### src/rtl/energy_classifier_pkg.sv
// Shared types for the energy classifier: FSM state enum and accumulator width.
// Optional macro CLASSIFIER_ENERGY_OUT_EN exposes the final energy word.
package classifier_pkg;

  typedef enum logic [1:0] {
    IDLE  = 2'd0,
    ACCUM = 2'd1,
    DONE  = 2'd2
  } state_t;

  function automatic int acc_w(input int bw, input int n);
    return bw + $clog2(n);
  endfunction

endpackage

### src/rtl/energy_classifier_if.sv
// Frame-in / result-out handshake bundle for the energy classifier.
// With CLASSIFIER_ENERGY_OUT_EN defined, the bundle also carries send_energy.
interface energy_classifier_if
  import classifier_pkg::*;
#(
  parameter int BIT_WIDTH = 32,
  parameter int N_SAMPLES = 8
) ();

  localparam int ACC_W = acc_w(BIT_WIDTH, N_SAMPLES);

  logic [N_SAMPLES-1:0][BIT_WIDTH-1:0] recv_msg;
  logic [N_SAMPLES-1:0][BIT_WIDTH-1:0] recv_mask;
  logic [BIT_WIDTH-1:0]                cutoff_mag;
  logic                                recv_val;
  logic                                recv_rdy;
  logic                                send_msg;
  logic                                send_val;
  logic                                send_rdy;
`ifdef CLASSIFIER_ENERGY_OUT_EN
  logic [ACC_W-1:0]                    send_energy;
`endif

  modport master (
    output recv_msg,
    output recv_mask,
    output cutoff_mag,
    output recv_val,
    input  recv_rdy,
    input  send_msg,
    input  send_val,
`ifdef CLASSIFIER_ENERGY_OUT_EN
    input  send_energy,
`endif
    output send_rdy
  );

  modport slave (
    input  recv_msg,
    input  recv_mask,
    input  cutoff_mag,
    input  recv_val,
    output recv_rdy,
    output send_msg,
    output send_val,
`ifdef CLASSIFIER_ENERGY_OUT_EN
    output send_energy,
`endif
    input  send_rdy
  );

endinterface

### src/rtl/energy_classifier.sv
// Sums enabled FFT bin magnitudes one bin per cycle and flags energy > cutoff.
// Optional macro CLASSIFIER_ENERGY_OUT_EN drives the final sum on send_energy.
module energy_classifier
  import classifier_pkg::*;
#(
  parameter int BIT_WIDTH  = 32,
  parameter int DECIMAL_PT = 16,
  parameter int N_SAMPLES  = 8
) (
  input  logic               clk,
  input  logic               reset,
  energy_classifier_if.slave bus
);

  localparam int ACC_W = acc_w(BIT_WIDTH, N_SAMPLES);
  localparam int IDX_W = $clog2(N_SAMPLES) + 1;

  state_t r_state;
  state_t w_next;

  logic [N_SAMPLES-1:0][BIT_WIDTH-1:0] r_msg;
  logic [N_SAMPLES-1:0][BIT_WIDTH-1:0] r_mask;
  logic [BIT_WIDTH-1:0]                r_cut;
  logic [ACC_W-1:0]                    r_acc;
  logic [IDX_W-1:0]                    r_idx;
  logic                                r_res;

  logic             w_last;
  logic             w_en;
  logic [ACC_W-1:0] w_add;

  // Index runs one past the last bin; that extra cycle registers the compare.
  assign w_last = (r_idx == IDX_W'(N_SAMPLES));
  assign w_en   = |r_mask[r_idx[IDX_W-2:0]];
  assign w_add  = w_en ? ACC_W'(r_msg[r_idx[IDX_W-2:0]]) : '0;

  always_ff @(posedge clk) begin
    if (!reset) r_state <= IDLE;
    else        r_state <= w_next;
  end

  always_comb begin
    w_next       = r_state;
    bus.recv_rdy = 1'b0;
    bus.send_val = 1'b0;
    bus.send_msg = 1'b0;
    unique case (r_state)
      IDLE: begin
        bus.recv_rdy = 1'b1;
        if (bus.recv_val) w_next = ACCUM;
      end
      ACCUM: begin
        if (w_last) w_next = DONE;
      end
      DONE: begin
        bus.send_val = 1'b1;
        bus.send_msg = r_res;
        if (bus.send_rdy) w_next = IDLE;
      end
      default: w_next = IDLE;
    endcase
  end

  always_ff @(posedge clk) begin
    if (!reset) begin
      r_msg  <= '0;
      r_mask <= '0;
      r_cut  <= '0;
      r_acc  <= '0;
      r_idx  <= '0;
      r_res  <= 1'b0;
    end else begin
      unique case (r_state)
        IDLE: begin
          if (bus.recv_val) begin
            r_msg  <= bus.recv_msg;
            r_mask <= bus.recv_mask;
            r_cut  <= bus.cutoff_mag;
            r_acc  <= '0;
            r_idx  <= '0;
            r_res  <= 1'b0;
          end
        end
        ACCUM: begin
          if (w_last) begin
            r_res <= (r_acc > ACC_W'(r_cut));
          end else begin
            r_acc <= r_acc + w_add;
            r_idx <= r_idx + 1'b1;
          end
        end
        default: ;
      endcase
    end
  end

`ifdef CLASSIFIER_ENERGY_OUT_EN
  assign bus.send_energy = (r_state == DONE) ? r_acc : '0;
`endif

endmodule

### src/flat_wrapper.sv
// flat-port wrapper written by rule: the top's interface ports become plain ports
module energy_classifier_flat import classifier_pkg::*;
#(
  parameter int BIT_WIDTH  = 32,
  parameter int DECIMAL_PT = 16,
  parameter int N_SAMPLES  = 8
)
  (clk, reset, bus_recv_msg, bus_recv_mask, bus_cutoff_mag, bus_recv_val, bus_recv_rdy, bus_send_msg, bus_send_val, bus_send_rdy);
  energy_classifier_if #(.BIT_WIDTH(BIT_WIDTH), .N_SAMPLES(N_SAMPLES)) bus_i ();
  input  logic clk;
  input  logic reset;
  input wire logic [$bits(bus_i.recv_msg)-1:0] bus_recv_msg;
  input wire logic [$bits(bus_i.recv_mask)-1:0] bus_recv_mask;
  input wire logic [$bits(bus_i.cutoff_mag)-1:0] bus_cutoff_mag;
  input wire logic [$bits(bus_i.recv_val)-1:0] bus_recv_val;
  output wire logic [$bits(bus_i.recv_rdy)-1:0] bus_recv_rdy;
  output wire logic [$bits(bus_i.send_msg)-1:0] bus_send_msg;
  output wire logic [$bits(bus_i.send_val)-1:0] bus_send_val;
  input wire logic [$bits(bus_i.send_rdy)-1:0] bus_send_rdy;
  assign bus_i.recv_msg = bus_recv_msg;
  assign bus_i.recv_mask = bus_recv_mask;
  assign bus_i.cutoff_mag = bus_cutoff_mag;
  assign bus_i.recv_val = bus_recv_val;
  assign bus_recv_rdy = bus_i.recv_rdy;
  assign bus_send_msg = bus_i.send_msg;
  assign bus_send_val = bus_i.send_val;
  assign bus_i.send_rdy = bus_send_rdy;
  energy_classifier #(.BIT_WIDTH(BIT_WIDTH), .DECIMAL_PT(DECIMAL_PT), .N_SAMPLES(N_SAMPLES)) u_core (.clk(clk), .reset(reset), .bus(bus_i));
endmodule
### config.mk
export PLATFORM = sky130hd
export DESIGN_NAME = energy_classifier_flat
export DESIGN_NICKNAME = d
export VERILOG_FILES = /design/src/rtl/energy_classifier_pkg.sv /design/src/rtl/energy_classifier_if.sv /design/src/rtl/energy_classifier.sv /design/src/flat_wrapper.sv
export SDC_FILE = /design/constraint.sdc
export NUM_CORES = 1
export LEC_CHECK = 0
export CORE_MARGIN = 2
export CORE_UTILIZATION = 51
export DETAILED_ROUTE_END_ITERATION = 8
export PLACE_DENSITY = 0.8
export SYNTH_ARGS = -nofsm -noshare
export SYNTH_HDL_FRONTEND = slang
export SYNTH_SLANG_ARGS = --single-unit
### constraint.sdc
create_clock -name clk -period 5 [get_ports clk]
set_input_delay 1 -clock clk [delete_from_list [all_inputs] [get_ports clk]]
set_output_delay 1 -clock clk [all_outputs]
set_load 0.02 [all_outputs]
==> flow_summary.ini <==
[timing]
skew_ps = 24.6
tightest_slew_ps = 1080
slew_headroom_pct = 27.8
fmax_mhz = 213
tns_ps = 0
setup_viol = 0
hold_violations = 0
rsz0062_at_grt = false
fin_crit_ps = 4690
fin_crit_sh_pct = 93.9
maxSlewViolCount = 0

[clock_tree]
cts_buffers = 59
worstSkewPairLatency_ps = 640
cts.sinks = 586
hold_buffers = 0
clk_pin_slew_worst_paths_ps = 60
root_buffer = clkbuf_16
cts_tree = done
cts_max_path_buffers = 3
ctsResizeCount = 1
postCtsSetupRepairBufs = 0
htree_levels = 2

[grt]
grt_util_all_layers_pct = 30.8
grt_max_degree = 237
grt_overflow_total = 0
grt_antenna_before_repair = 36
grt_pass1_wl_um = 122000
grt_pass1_vias = 21900

[cells_and_area]
drive_gt1_share_pct = 5.53
layout.nets = 4200
area_growth_pct = 32.1
final_cell_mix = 1155 x nand2_1, 602 x a21oi_1, 583 x dfxtp_1
final_common_cell = nand2_1
final_cell_area_um2 = 33300

[logic_synthesis]
synth_top_area_cell = dfxtp_1
synth_flop_cell = dfxtp_1
yosysWarnings = 0
synth_area_per_cell_um2 = 7.94
yosysSeqAreaShare_pct = 46.6
synth_edf_count = 0
synth.area.top_cells = dfxtp_1 47%, nand2_1 17%, a21oi_1 12%
synth.top_cell.area_share_pct = 46.6
syn_inst = 3172
synthArstFlopShare_pct = 0
ys_ff_latch = 586
ys_types = 63
synth_area_um2 = 25200
syn_nets = 3787

[place]
io_buffers = 550
routabilityCongestion = 0.923
dpl_cell_area_um2 = 31000
dp_hpwl_um = 57200

[floorplan]
dieHeight_um = 226
ios = 551
core_um2 = 48800
num_rows = 81
die_x_um = 226
start_util_pct = 51.6
dieArea_um2 = 51200

[detailed_routing]
ant_nets = 0
route.detailed.drc = 0
dr.pass1.iters = 5
drt_wl_total_um = 81400
wl_per_cell_um = 18.8
routed_via_density = 5.52
dr_total_vias = 23900
drt_iter0_markers = 2409

[critical_path]
reg2reg_depth = 18
path_cells = or4_1, nor4_2, a21oi_1, nor4_1, a41oi_1, a21oi_2, buf_12, nor2_1, ha_1, fa_1, a21oi_1, nor2b_1, a31oi_4, a31oi_4, nand3_1, nand3_2, or4_1, a32o_1
critical_path.max_stage_delay_ps = 540
cp-start-kind = flip-flop
rrSetupSlack_ps = 310
cp_top_family = simple AND/OR/NAND/NOR gates
crit_type = reg2reg
critPathBufInv = 1
crit_slowest_cell = or4_1
worstSetupEndpointType = flip-flop
cp_max_fo = 23
worstReg2RegStart = u_core.r_mask[169]$_SDFFE_PN0P_
r2r-end = u_core.r_acc[30]$_SDFFE_PN0P_
cp.depth = 18
critical_path_required_ps = 5510
worstPathArrival_ps = 5210

[power_and_ir_drop]
power_density_nw_per_um2 = 348
totalPowerFinal_uw = 11600
ir_drop_v = 0.000256
leakage_uw = 0.0127

[hold_path]
min_to = u_core.r_mask[248]$_SDFFE_PN0P_
worstHoldStart = u_core.r_mask[248]$_SDFFE_PN0P_
holdPathStages = 2
hp-class = reg2reg

[flow_run]
drv_cap = 0

[run_status]
run_status = finished clean
[area by class of cell]
type                       count  area (um^2)
clock buffer                  88         1740
timing repair buffer         575         5840
fill                        4089        15600
sequential                   586        11700
tap                          664          831
inverter                      42          168
antenna                       27         67.6
multi-input combinational   2321        12500
clock inverter                20          390
[cells in the mapped netlist, types with 18 or more instances]
library cell,n
a21o_1,35
a21oi_1,603
buf_1,18
clkbuf_1,193
dfxtp_1,586
ha_1,66
inv_1,40
mux2i_1,36
mux4_2,64
nand2_1,1156
nand3_1,29
nand4_1,20
nor2_1,71
nor3_1,20
nor4_1,55
o21ai_0,32
[worst reg2reg max path: stages, from the launching register on]
cell and delay, ps:
dfxtp_1 310, or4_1 540, nor4_2 290, a21oi_1 110, nor4_1 290, a41oi_1 130, a21oi_2 300, buf_12 200
nor2_1 90, ha_1 210, fa_1 430, a21oi_1 170, nor2b_1 100, a31oi_4 260, a31oi_4 180, nand3_1 130
nand3_2 120, or4_1 480, a32o_1 250
[routing by layer]
layer / vias to the layer above / track usage, % / routed length (um)
li1: 11600 / - / -
met1: 11200 / 41.9 / 34900
met2: 852 / 47.2 / 37300
met3: 177 / 7.32 / 6360
met4: 24 / 12.4 / 2700
met5: - / 0 / 156
[where the power goes]
part           switching [uW]  leakage (uW)  internal [uW]
Sequential                165       0.00481           4950
Combinational             837       0.00683            792
Clock                    1910       0.00104           2920
Total                    2920        0.0127           8660
[stage by stage]
| stage | std cells | setup slack (ps) | util [%] | hold WS (ps) |
|---|---|---|---|---|
| CTS | 4296 | 95.3 | 67.9 | 450 |
| floorplan | 3172 | 580 | - | 431 |
| global route | 4319 | 37.7 | 68.1 | 467 |
| global placement | 4188 | 146 | 63.5 | 439 |
| finish | 4323 | 305 | 68.1 | 450 |
| detailed placement | 4188 | 0.0884 | 63.5 | 442 |
[registers in the layout (all words and copies together) (netlist names)]
signal,count
u_core.r_state,2
u_core.r_msg,256
u_core.r_acc,35
u_core.r_cut,32
u_core.r_res,1
u_core.r_mask,256
u_core.r_idx,4
[kinds of logic after synthesis]
family	share of synthesized area, %
mux	7.15
buf+inv	4.04
xor+xnor	0.904
simple gates	22.4
fa+ha+maj	3.36
flops	46.6
compound gates	15.6
[how the worst max path moves through the flow]
stage | from | to | slack [ps]
after global placement | u_core.r_idx[0]$_SDFFE_PN0P_ | u_core.r_acc[30]$_SDFFE_PN0P_ | 150
after CTS | u_core.r_mask[169]$_SDFFE_PN0P_ | u_core.r_acc[30]$_SDFFE_PN0P_ | 100
after global routing | u_core.r_mask[169]$_SDFFE_PN0P_ | u_core.r_acc[30]$_SDFFE_PN0P_ | 40
final | u_core.r_mask[169]$_SDFFE_PN0P_ | u_core.r_acc[30]$_SDFFE_PN0P_ | 310
after floorplan | u_core.r_idx[0]$_SDFFE_PN0P_ | u_core.r_acc[30]$_SDFFE_PN0P_ | 580
after detailed placement | u_core.r_idx[0]$_SDFFE_PN0P_ | u_core.r_acc[30]$_SDFFE_PN0P_ | 0.09
No activity file was read; power rests on OpenSTA's default activity.
